--- config.mk ---
export PLATFORM = sky130hd
export DESIGN_NAME = fib_seq_engine
export DESIGN_NICKNAME = d
export VERILOG_FILES = /design/src/rtl/fib_seq_engine.sv
export SDC_FILE = /design/constraint.sdc
export NUM_CORES = 1
export LEC_CHECK = 0
export BUFFER_PORTS_ARGS = -buffer_cell sky130_fd_sc_hd__buf_4
export CORE_MARGIN = 2
export CORE_UTILIZATION = 35
export CTS_BUF_LIST = sky130_fd_sc_hd__clkbuf_16
export DETAILED_ROUTE_END_ITERATION = 8
export HOLD_SLACK_MARGIN = 0.08
export MAX_ROUTING_LAYER = met4
export PLACE_DENSITY = 0.53
export SYNTH_ARGS = -nofsm -noshare
export SYNTH_HDL_FRONTEND = slang
export SYNTH_SLANG_ARGS = --single-unit
--- constraint.sdc ---
create_clock -name clk -period 2.3 [get_ports clk]
set_clock_uncertainty 0.15 [all_clocks]
set_input_delay 0.23 -clock clk [delete_from_list [all_inputs] [get_ports clk]]
set_output_delay 0.23 -clock clk [all_outputs]
set_load 0.05 [all_outputs]
--- src/rtl/fib_seq_engine.sv ---
// Generalised Fibonacci term generator with wrap/saturate arithmetic.
// Start/valid handshake, clock-enable stall, per-term overflow tracking.
module fib_seq_engine #(
  parameter int W  = 8,
  parameter int NW = 6
) (
  input  logic          clk,
  input  logic          rst,
  input  logic          en,
  input  logic          start,
  input  logic [NW-1:0] n,
  input  logic [W-1:0]  seed_a,
  input  logic [W-1:0]  seed_b,
  input  logic          sat,
  output logic [W-1:0]  fn,
  output logic          ovf,
  output logic          valid,
  output logic          busy
);

  typedef enum logic [1:0] {
    IDLE,
    RUN,
    DONE
  } state_t;

  state_t        state;
  logic [W-1:0]  a;
  logic [W-1:0]  b;
  logic [NW-1:0] cnt;
  logic [NW-1:0] tgt;
  logic          mode;
  logic          a_ov;
  logic          b_ov;
  logic [W:0]    s;
  logic          c;

  assign s = {1'b0, a} + {1'b0, b};
  assign c = s[W];

  always_ff @(posedge clk) begin
    if (rst) begin
      state <= IDLE;
      a     <= '0;
      b     <= '0;
      cnt   <= '0;
      tgt   <= '0;
      mode  <= 1'b0;
      a_ov  <= 1'b0;
      b_ov  <= 1'b0;
      fn    <= '0;
      ovf   <= 1'b0;
      valid <= 1'b0;
      busy  <= 1'b0;
    end else begin
      unique case (state)
        IDLE: begin
          if (start) begin
            a     <= seed_a;
            b     <= seed_b;
            tgt   <= n;
            mode  <= sat;
            cnt   <= '0;
            a_ov  <= 1'b0;
            b_ov  <= 1'b0;
            busy  <= 1'b1;
            state <= RUN;
          end
        end
        RUN: begin
          if (en) begin
            if (cnt == tgt) begin
              fn    <= a;
              ovf   <= a_ov;
              busy  <= 1'b0;
              valid <= 1'b1;
              state <= DONE;
            end else begin
              // a_ov only reflects x(k); b's carry lands on the next term
              a    <= b;
              a_ov <= b_ov;
              b    <= (c && mode) ? {W{1'b1}} : s[W-1:0];
              b_ov <= b_ov | a_ov | c;
              cnt  <= cnt + 1'b1;
            end
          end
        end
        DONE: begin
          valid <= 1'b0;
          state <= IDLE;
        end
        default: begin
          valid <= 1'b0;
          busy  <= 1'b0;
          state <= IDLE;
        end
      endcase
    end
  end

endmodule

==> impl_results.md, run 1 <==
- Status: complete, no violations
- Cell count after synthesis: 270
- Maximum number of buffers from clock root to sink: 2
- Die X: approximately 86 µm
- Via count of the first global-routing pass: a little under 2000
- I/O pin cnt: 38
- # clock sinks: 44
- Total global routing overflow: 0
- Clock root buffer master: sky130_fd_sc_hd__clkbuf_16
- First-pass iteration count of the detailed router: 4
- Die outline area: around 0.0073 mm²
- Top area cells in the synthesized netlist: sky130_fd_sc_hd__dfxtp_1 (38%), sky130_fd_sc_hd__nand2_1 (6.6%), sky130_fd_sc_hd__nor2_1 (6.4%), sky130_fd_sc_hd__a21oi_1 (5.4%), sky130_fd_sc_hd__mux2i_1 (5.1%)
- Initial antenna violation count: 0
- Row Count: 29
- Synth warnings: 0
- Number of buffer and inverter instances along the worst setup path: 1
- Area growth from synthesis to layout: 24.7%
- Port Buffers: 37
- Launching element type of the critical path: flip-flop
- Total negative setup slack: 0 ns
- Share of power burned in the clock network: between 30% and 40%
- Worst hold-check path type: in2reg
- Flop pwr share: around 41%
- Net count reported at finish: approximately 350
- Reported leakage power: ~1.1 nW
- Startpoint of the most critical register-to-register path: a[0]$_SDFFE_PP0P_
- Combinational power share: 27.8%
- Share of the cycle needed by the critical path after routing: between 90% and 100%
- Dpl hpwl: around 4000 µm
- Synthesized net count: approximately 310
- Commonest non-fill, non-tap cell in the layout: sky130_fd_sc_hd__buf_4
- Area fraction of the dominant cell type after synthesis: a little under two fifths
- Most repeated library cell on the critical path: sky130_fd_sc_hd__a21oi_1
- Cell depth of the worst setup path: 8
- Global-route wire length before repair: about 9000 µm
- Transition time at the pin with the least slew margin: approximately 0.47 ns
- Worst slew margin relative to its limit: between 60% and 70%
- Register-to-register path setup slack: roughly 0.16 ns
- Largest voltage drop on the vdd net: around 0.36 mV
- Insertion delay of the later-clocked pin in the worst-skew pair: around 0.28 ns
- Core Footprint: approximately 0.0064 mm²
- Via Count: 2015
- Overall Global Routing Usage: between 15 and 20%
- Max Fclk: 0.466 GHz
- Peak fanout along the critical path: 5
- Final routed wirelength across all metal layers: about 5500 µm
- TritonCTS clock tree: yes
- Post-CTS repair timing setup buffer count: 0
- Pin count of the biggest net entering global routing: between 40 and 50
- Share of layout cells above drive strength 1: 22.7%
- Switching share of power: 32.2%
- Critical path required time: approximately 2.3 ns
- Share of the yosys chip area belonging to registers: a little under two fifths
- Unrepaired setup endpoints after global routing: no
- Internal power of the cells: around 0.0015 W
- TritonCTS buffer count: 5
- Final setup fails: 0
- End of the worst register-to-register path: b[5]$_SDFFE_PP0P_
- Combined area of all synthesized cells: around 0.0023 mm²
- Maximum cell stage delay along the critical path: a little under 0.4 ns
- Number of filler instances in the final layout: roughly 660
- Max Cap Violations: 0
- Die height: between 80 and 90 µm
- Top cell type by total area after synthesis: sky130_fd_sc_hd__dfxtp_1
- Switching power: between 0.0007 and 0.0008 W
- Post-detailed-route count of antenna-violating nets: 0
- Register bit total from synthesis: 44
- Placer's final routability congestion estimate: between 0.7 and 0.8
- Family of cells with the greatest summed delay on the critical path: compound AO/OA/AOI/OAI gates
- Origin of the worst setup path: a[0]$_SDFFE_PP0P_
- Critical Setup Path Class: reg2reg
- Final Total Pwr: between 0.002 and 0.0025 W
- Crit path cell chain: ha_2 -> fa_2 -> nand3_1 -> a21oi_1 -> o41a_1 -> buf_4 -> o221ai_1 -> a21oi_1
- Clock period minus final worst setup slack: between 2 and 2.5 ns
- Number of cells on the worst reg-to-reg path: 8
- Critical path capture point: b[5]$_SDFFE_PP0P_
- DR iter-0 viols: between 80 and 90
- Critical path endpoint category: flip-flop
- Detailed-route vias per instance: about 5.1
- Synth Area per Inst: 8.64 µm²
- Residual DRC: 0
- Fin. Hold Viols: 0
- Count of H-tree levels built during CTS: 2
- Count of different cell masters after synthesis: 46
- Routed wire length per instance: 14.0 µm
- Worst EP arrival: between 2 and 2.5 ns
- Critical Path Slowest Stage Cell: sky130_fd_sc_hd__o41a_1
- Clock-pin transition on the worst setup and hold timing paths: 0.06 ns
- Most frequent cells in the layout: sky130_fd_sc_hd__buf_4 (47), sky130_fd_sc_hd__dfxtp_1 (44), sky130_fd_sc_hd__nand2_1 (41), sky130_fd_sc_hd__nor2_1 (40), sky130_fd_sc_hd__a21oi_1 (25)
- Final count of pins violating max slew: 0
- Total power density per cell area: roughly 760 mW/mm²
- Number of antenna repair diodes: 0
- Starting utilization of the core area: a little over a third
==> metrics by stage <==
step	instances	cell area, µm²	setup WS [ns]	hold WS [ns]	util, %
5_1_grt	394	2910	0.0313	0.102	45.6
2_1_floorplan	270	2330	0.0890	0.216	-
3_3_place_gp	379	2680	0.0934	0.287	42.0
6_report	394	2910	0.155	0.0921	45.6
4_1_cts	394	2900	0.0408	0.0926	45.4
3_5_place_dp	379	2680	0.0581	0.293	42.0
==> Yosys cell counts, drive strengths merged <==
cell	n
fa	1
nand3b	3
inv	2
or3b	1
xnor2	8
nor4	3
nor2b	2
o31a	1
o21ai	12
o21a	1
nand3	5
a2111oi	2
o41ai	3
a21boi	1
o211ai	1
xor2	3
o31ai	1
clkbuf	7
nand4	2
a31o	1
nand2	41
dfxtp	44
or3	3
a211oi	3
o41a	1
nand4b	1
nor3	4
o221ai	1
nor2	41
and4	1
a311oi	8
ha	9
a21o	2
buf	8
a21oi	25
nor3b	1
nand2b	5
mux2i	12
==> worst min-delay path by stage <==
stage	startpoint	endpoint	slack [ns]	cells after the start
CTS	seed_a[6]	a[6]$_SDFFE_PP0P_	0.09	3
detailed placement	b_ov$_SDFFE_PP0P_	b_ov$_SDFFE_PP0P_	0.29	2
global placement	b_ov$_SDFFE_PP0P_	b_ov$_SDFFE_PP0P_	0.29	2
global route	seed_a[5]	a[5]$_SDFFE_PP0P_	0.10	3
finish	seed_a[6]	a[6]$_SDFFE_PP0P_	0.09	3
floorplan	sat	mode$_SDFFE_PP0P_	0.22	2
==> layout make-up <==
class / count / area (µm²) / share of cell area [%]
clock inverters: 3 / 18.8 / 0.645
multi-input cells: 209 / 1360 / 46.7
clock buffers: 5 / 125 / 4.30
flip-flops and latches: 44 / 881 / 30.3
well taps: 77 / 96.3 / 3.31
repair buffers: 54 / 423 / 14.5
inverters: 2 / 7.51 / 0.258
==> layer usage <==
metal / track usage, % / share of wire (%) / routed length (µm) / vias up
met1: 19.6 / 46 / 2550 / 938
li1: - / - / - / 1038
met2: 27.6 / 49 / 2680 / 30
met3: 2.89 / 3.3 / 184 / 9
met4: 5.48 / 1.8 / 99 / 0
met5: - / 0 / 0 / -
==> cells by family (layout without fill, tap and decap cells) <==
group,after synthesis,count (layout),synth area share (%)
compound gates,63,63,20.3
xor+xnor,11,11,4.13
fa+ha+maj,10,10,5.68
buf+inv,17,64,4.77
flops,44,44,37.7
mux,12,12,5.15
simple gates,113,113,22.2
==> sequential cells by signal, summed over array words and instances (netlist names), 2 cells and up <==
name	count
a	8
fn	8
tgt	6
b	8
state	2
cnt	6
==> power groups by stage <==
stage          logic, W  registers (W)  clock network (W)
2_1_floorplan  0.000453       0.000909                  0
3_3_place_gp   0.000598       0.000910                  0
3_5_place_dp   0.000597       0.000911                  0
4_1_cts        0.000610       0.000894           0.000718
5_1_grt        0.000684       0.000904           0.000748
6_report       0.000611       0.000893           0.000696
==> repair_timing <==
action,CTS,global route
endpoints found under the hold margin,7,0
gates resized for setup,0,4
hold buffers,7,0
setup endpoints to repair,0,8
==> tightest hold or removal path, cell delays in order <==
cell	delay [ns]
sky130_fd_sc_hd__buf_4	0.11
sky130_fd_sc_hd__nand2_1	0.06
sky130_fd_sc_hd__a311oi_2	0.08
Note: power is estimated with default switching activity, not from simulation.
==> run 2: changes to the inputs <==
--- a/config.mk
+++ b/config.mk
@@ -5,6 +5,7 @@
 export SDC_FILE = /design/constraint.sdc
 export NUM_CORES = 1
 export LEC_CHECK = 0
+export ABC_AREA = 1
 export BUFFER_PORTS_ARGS = -buffer_cell sky130_fd_sc_hd__buf_4
 export CORE_MARGIN = 2
 export CORE_UTILIZATION = 35
==> impl_results.md, run 2 <==
- Status: complete, no violations
- Residual DRC: 0
- Number of cells on the worst reg-to-reg path: 12
- Area growth from synthesis to layout: 26.1%
- Synthesized net count: 398
- DR iter-0 viols: 91
- Primary FF master, synth: sky130_fd_sc_hd__dfxtp_1
- Number of antenna repair diodes: 0
- Worst slew margin relative to its limit: between 60% and 70%
- Area fraction of the dominant cell type after synthesis: a little over a third
- Routed wire length per instance: 11.3 µm
- Total global routing overflow: 0
- Post-detailed-route count of antenna-violating nets: 0
- Clock period minus final worst setup slack: roughly 2.1 ns
- Worst hold-check path type: in2reg
- Max Fclk: 0.476 GHz
- Max Cap Violations: 0
- Ranking of synthesized cells by instance count: sky130_fd_sc_hd__nand2_1 (78), sky130_fd_sc_hd__nor2_1 (70), sky130_fd_sc_hd__dfxtp_1 (44)
- Overall Global Routing Usage: between 10% and 20%
- TritonCTS buffer count: 5
- Registers with the most flip-flops: a x8, b x8, fn x8
- Starting utilization of the core area: between 30% and 40%
- Final routed wirelength across all metal layers: 5720 µm
- Total negative setup slack: 0 ns
- Core Footprint: ~0.0068 mm²
- Commonest non-fill, non-tap cell in the layout: sky130_fd_sc_hd__nand2_1
- Register-to-register path setup slack: between 0.2 and 0.3 ns
- Share of the cycle needed by the critical path after routing: just over 90%
- Startpoint of the most critical register-to-register path: a[0]$_SDFFE_PP0P_
- Peak fanout along the critical path: 16
- Critical path endpoint category: flip-flop
- Share of the yosys chip area belonging to registers: between 30% and 40%
- Critical path capture point: mode$_SDFFE_PP0P_
- Die X: between 80 and 90 µm
- Top cell type by total area after synthesis: sky130_fd_sc_hd__dfxtp_1
- Origin of the worst setup path: rst
- Crit path cell chain: dlygate4sd3_1 -> buf_4 -> inv_1 -> o21ai_0 -> nor2_1 -> dlygate4sd3_1
- Critical path required time: roughly 2.4 ns
- Most frequent cells in the layout: sky130_fd_sc_hd__nand2_1 (77), sky130_fd_sc_hd__nor2_1 (70), sky130_fd_sc_hd__dfxtp_1 (44), sky130_fd_sc_hd__buf_4 (44), sky130_fd_sc_hd__inv_1 (37)
- First-pass iteration count of the detailed router: 4
- Register bit total from synthesis: 44
- Final Total Pwr: approximately 0.0024 W
- End of the worst register-to-register path: b[7]$_SDFFE_PP0P_
- Die outline area: about 0.0077 mm²
- Initial antenna violation count: 0
- Reported leakage power: between 1 and 1.5 nW
- Synth Area per Inst: slightly below 7 µm²
- Critical Setup Path Class: in2reg
- Count of H-tree levels built during CTS: 2
- Multi-input gate area: 0.00133 mm²
- Via count of the first global-routing pass: around 2000
- Insertion delay of the later-clocked pin in the worst-skew pair: a little under 0.3 ns
- TritonCTS clock tree: yes
- I/O pin cnt: 38
- Total power density per cell area: a little under 800 mW/mm²
- Count of different cell masters after synthesis: 30
- Die height: about 88 µm
- Transition time at the pin with the least slew margin: roughly 0.5 ns
- Launching element type of the critical path: input pin
- Dpl hpwl: between 4000 and 5000 µm
- Cell with the most instances after synthesis: sky130_fd_sc_hd__nand2_1
- Critical Path Slowest Stage Cell: sky130_fd_sc_hd__dlygate4sd3_1
- Fin. Hold Viols: 0
- Final count of pins violating max slew: 0
- Maximum number of buffers from clock root to sink: 2
- Global-route wire length before repair: between 9000 and 10000 µm
- Via Count: ~2300
- Post-synth EDFFs: 0
- Clock-pin transition on the worst setup and hold timing paths: around 0.060 ns
- Share of layout cells above drive strength 1: 19.2%
- Synth warnings: 0
- Final setup fails: 0
- Pin count of the biggest net entering global routing: 22
- Detailed-route vias per instance: 4.45
- Port Buffers: 37
- Combined area of all synthesized cells: 0.00245 mm²
- Unrepaired setup endpoints after global routing: no
- Top area cells in the synthesized netlist: sky130_fd_sc_hd__dfxtp_1 (36%), sky130_fd_sc_hd__nand2_1 (12%), sky130_fd_sc_hd__nor2_1 (11%), sky130_fd_sc_hd__o21ai_0 (7.3%), sky130_fd_sc_hd__inv_1 (5.5%)
- Net count reported at finish: approximately 450
- Placer's final routability congestion estimate: 0.839
- Number of stages on the worst hold path: 4
- Largest voltage drop on the vdd net: 0.270 mV
- # clock sinks: 44
- Clock root buffer master: sky130_fd_sc_hd__clkbuf_16
- Number of filler instances in the final layout: 718
- Maximum cell stage delay along the critical path: 0.54 ns
- Sequential cell area: roughly 900 µm²
- Worst EP arrival: roughly 2.2 ns
- Most repeated library cell on the critical path: sky130_fd_sc_hd__dlygate4sd3_1
- Row Count: 30
- Ys async rst share: 0%
- Post-CTS repair timing setup buffer count: 0
- Cell count after synthesis: around 360
-- run 2: changes by cell type in the layout (fill, tap and decap cells not counted), moves of 6 or more --
cell	change
sky130_fd_sc_hd__a21oi_1	-11
sky130_fd_sc_hd__xnor2_1	-6
sky130_fd_sc_hd__mux2i_1	-12
sky130_fd_sc_hd__inv_1	+35
sky130_fd_sc_hd__nor2_1	+30
sky130_fd_sc_hd__nand2_1	+36
sky130_fd_sc_hd__a311oi_2	-8
sky130_fd_sc_hd__or2_2	+10
sky130_fd_sc_hd__o21ai_0	+29
sky130_fd_sc_hd__nand3_1	+12
-- run 2: cell type report --
class                      instances  share of cell area [%]
multi-input combinational        263                    42.9
sequential                        44                    28.5
timing repair buffer              54                    14.2
inverter                          42                    5.26
clock buffer                       5                    4.04
tap                               96                    3.88
clock inverter                     3                    1.25
-- run 2: critical path: cells and delay by family --
family | cells | cell delay, ns
and+or+nand+nor | 1 | 0.11
AOI/OAI and AO/OA | 1 | 0.17
buffers and inverters | 4 | 1.66
-- run 2: kinds of logic (layout without fill, tap and decap cells) --
logic type	Yosys count	count (layout)	share of synthesized area (%)
compound gates	54	54	11.9
xor+xnor	7	7	2.50
fa+ha+maj	10	10	5.41
buf+inv	54	104	10.1
flops	44	44	35.9
simple gates	192	192	34.1
-- run 2: stage by stage --
stage                     instances  utilization [%]  cell area, µm²  hold slack (ns)  setup slack, ns
after CTS                       507             45.5            3090            0.133            0.169
after global placement          490             41.8            2840            0.289            0.216
after floorplan                 361                -            2450            0.237            0.396
final                           507             45.5            3090            0.133            0.200
after detailed placement        490             41.8            2840            0.294            0.178
after global routing            507             45.5            3090            0.143           0.0563
-- run 2: routing by layer --
metal	vias up	track usage [%]	wire length, µm
met1	968	24.4	3120
met2	49	23.8	2320
li1	1232	-	-
met3	7	2.83	219
met5	-	-	0
met4	0	3.78	63
-- run 2: power breakdown --
group | switching (W) | internal (W) | leakage (nW) | total (W)
sequential | 0.0000583 | 0.000842 | 0.361 | 0.000900
clock | 0.000296 | 0.000507 | 0.0850 | 0.000803
combinational | 0.000405 | 0.000269 | 0.999 | 0.000674
total | 0.000759 | 0.00162 | 1.45 | 0.00238
-- run 2: worst min path at each step --
stage                     slack (ns)               from                 to
after floorplan                 0.24              start  mode$_SDFFE_PP0P_
after global placement          0.29  b_ov$_SDFFE_PP0P_  b_ov$_SDFFE_PP0P_
after detailed placement        0.29  b_ov$_SDFFE_PP0P_  b_ov$_SDFFE_PP0P_
after CTS                       0.13          seed_b[2]  b[2]$_SDFFE_PP0P_
after global routing            0.14          seed_b[3]  b[3]$_SDFFE_PP0P_
final                           0.13          seed_b[3]  b[3]$_SDFFE_PP0P_
-- run 2: timing repair --
action                                  in CTS  in global routing
endpoints found under the setup margin       0                  6
hold buffers                                 9                  0
resized for setup                            0                  1
hold endpoints to repair                     9                  0
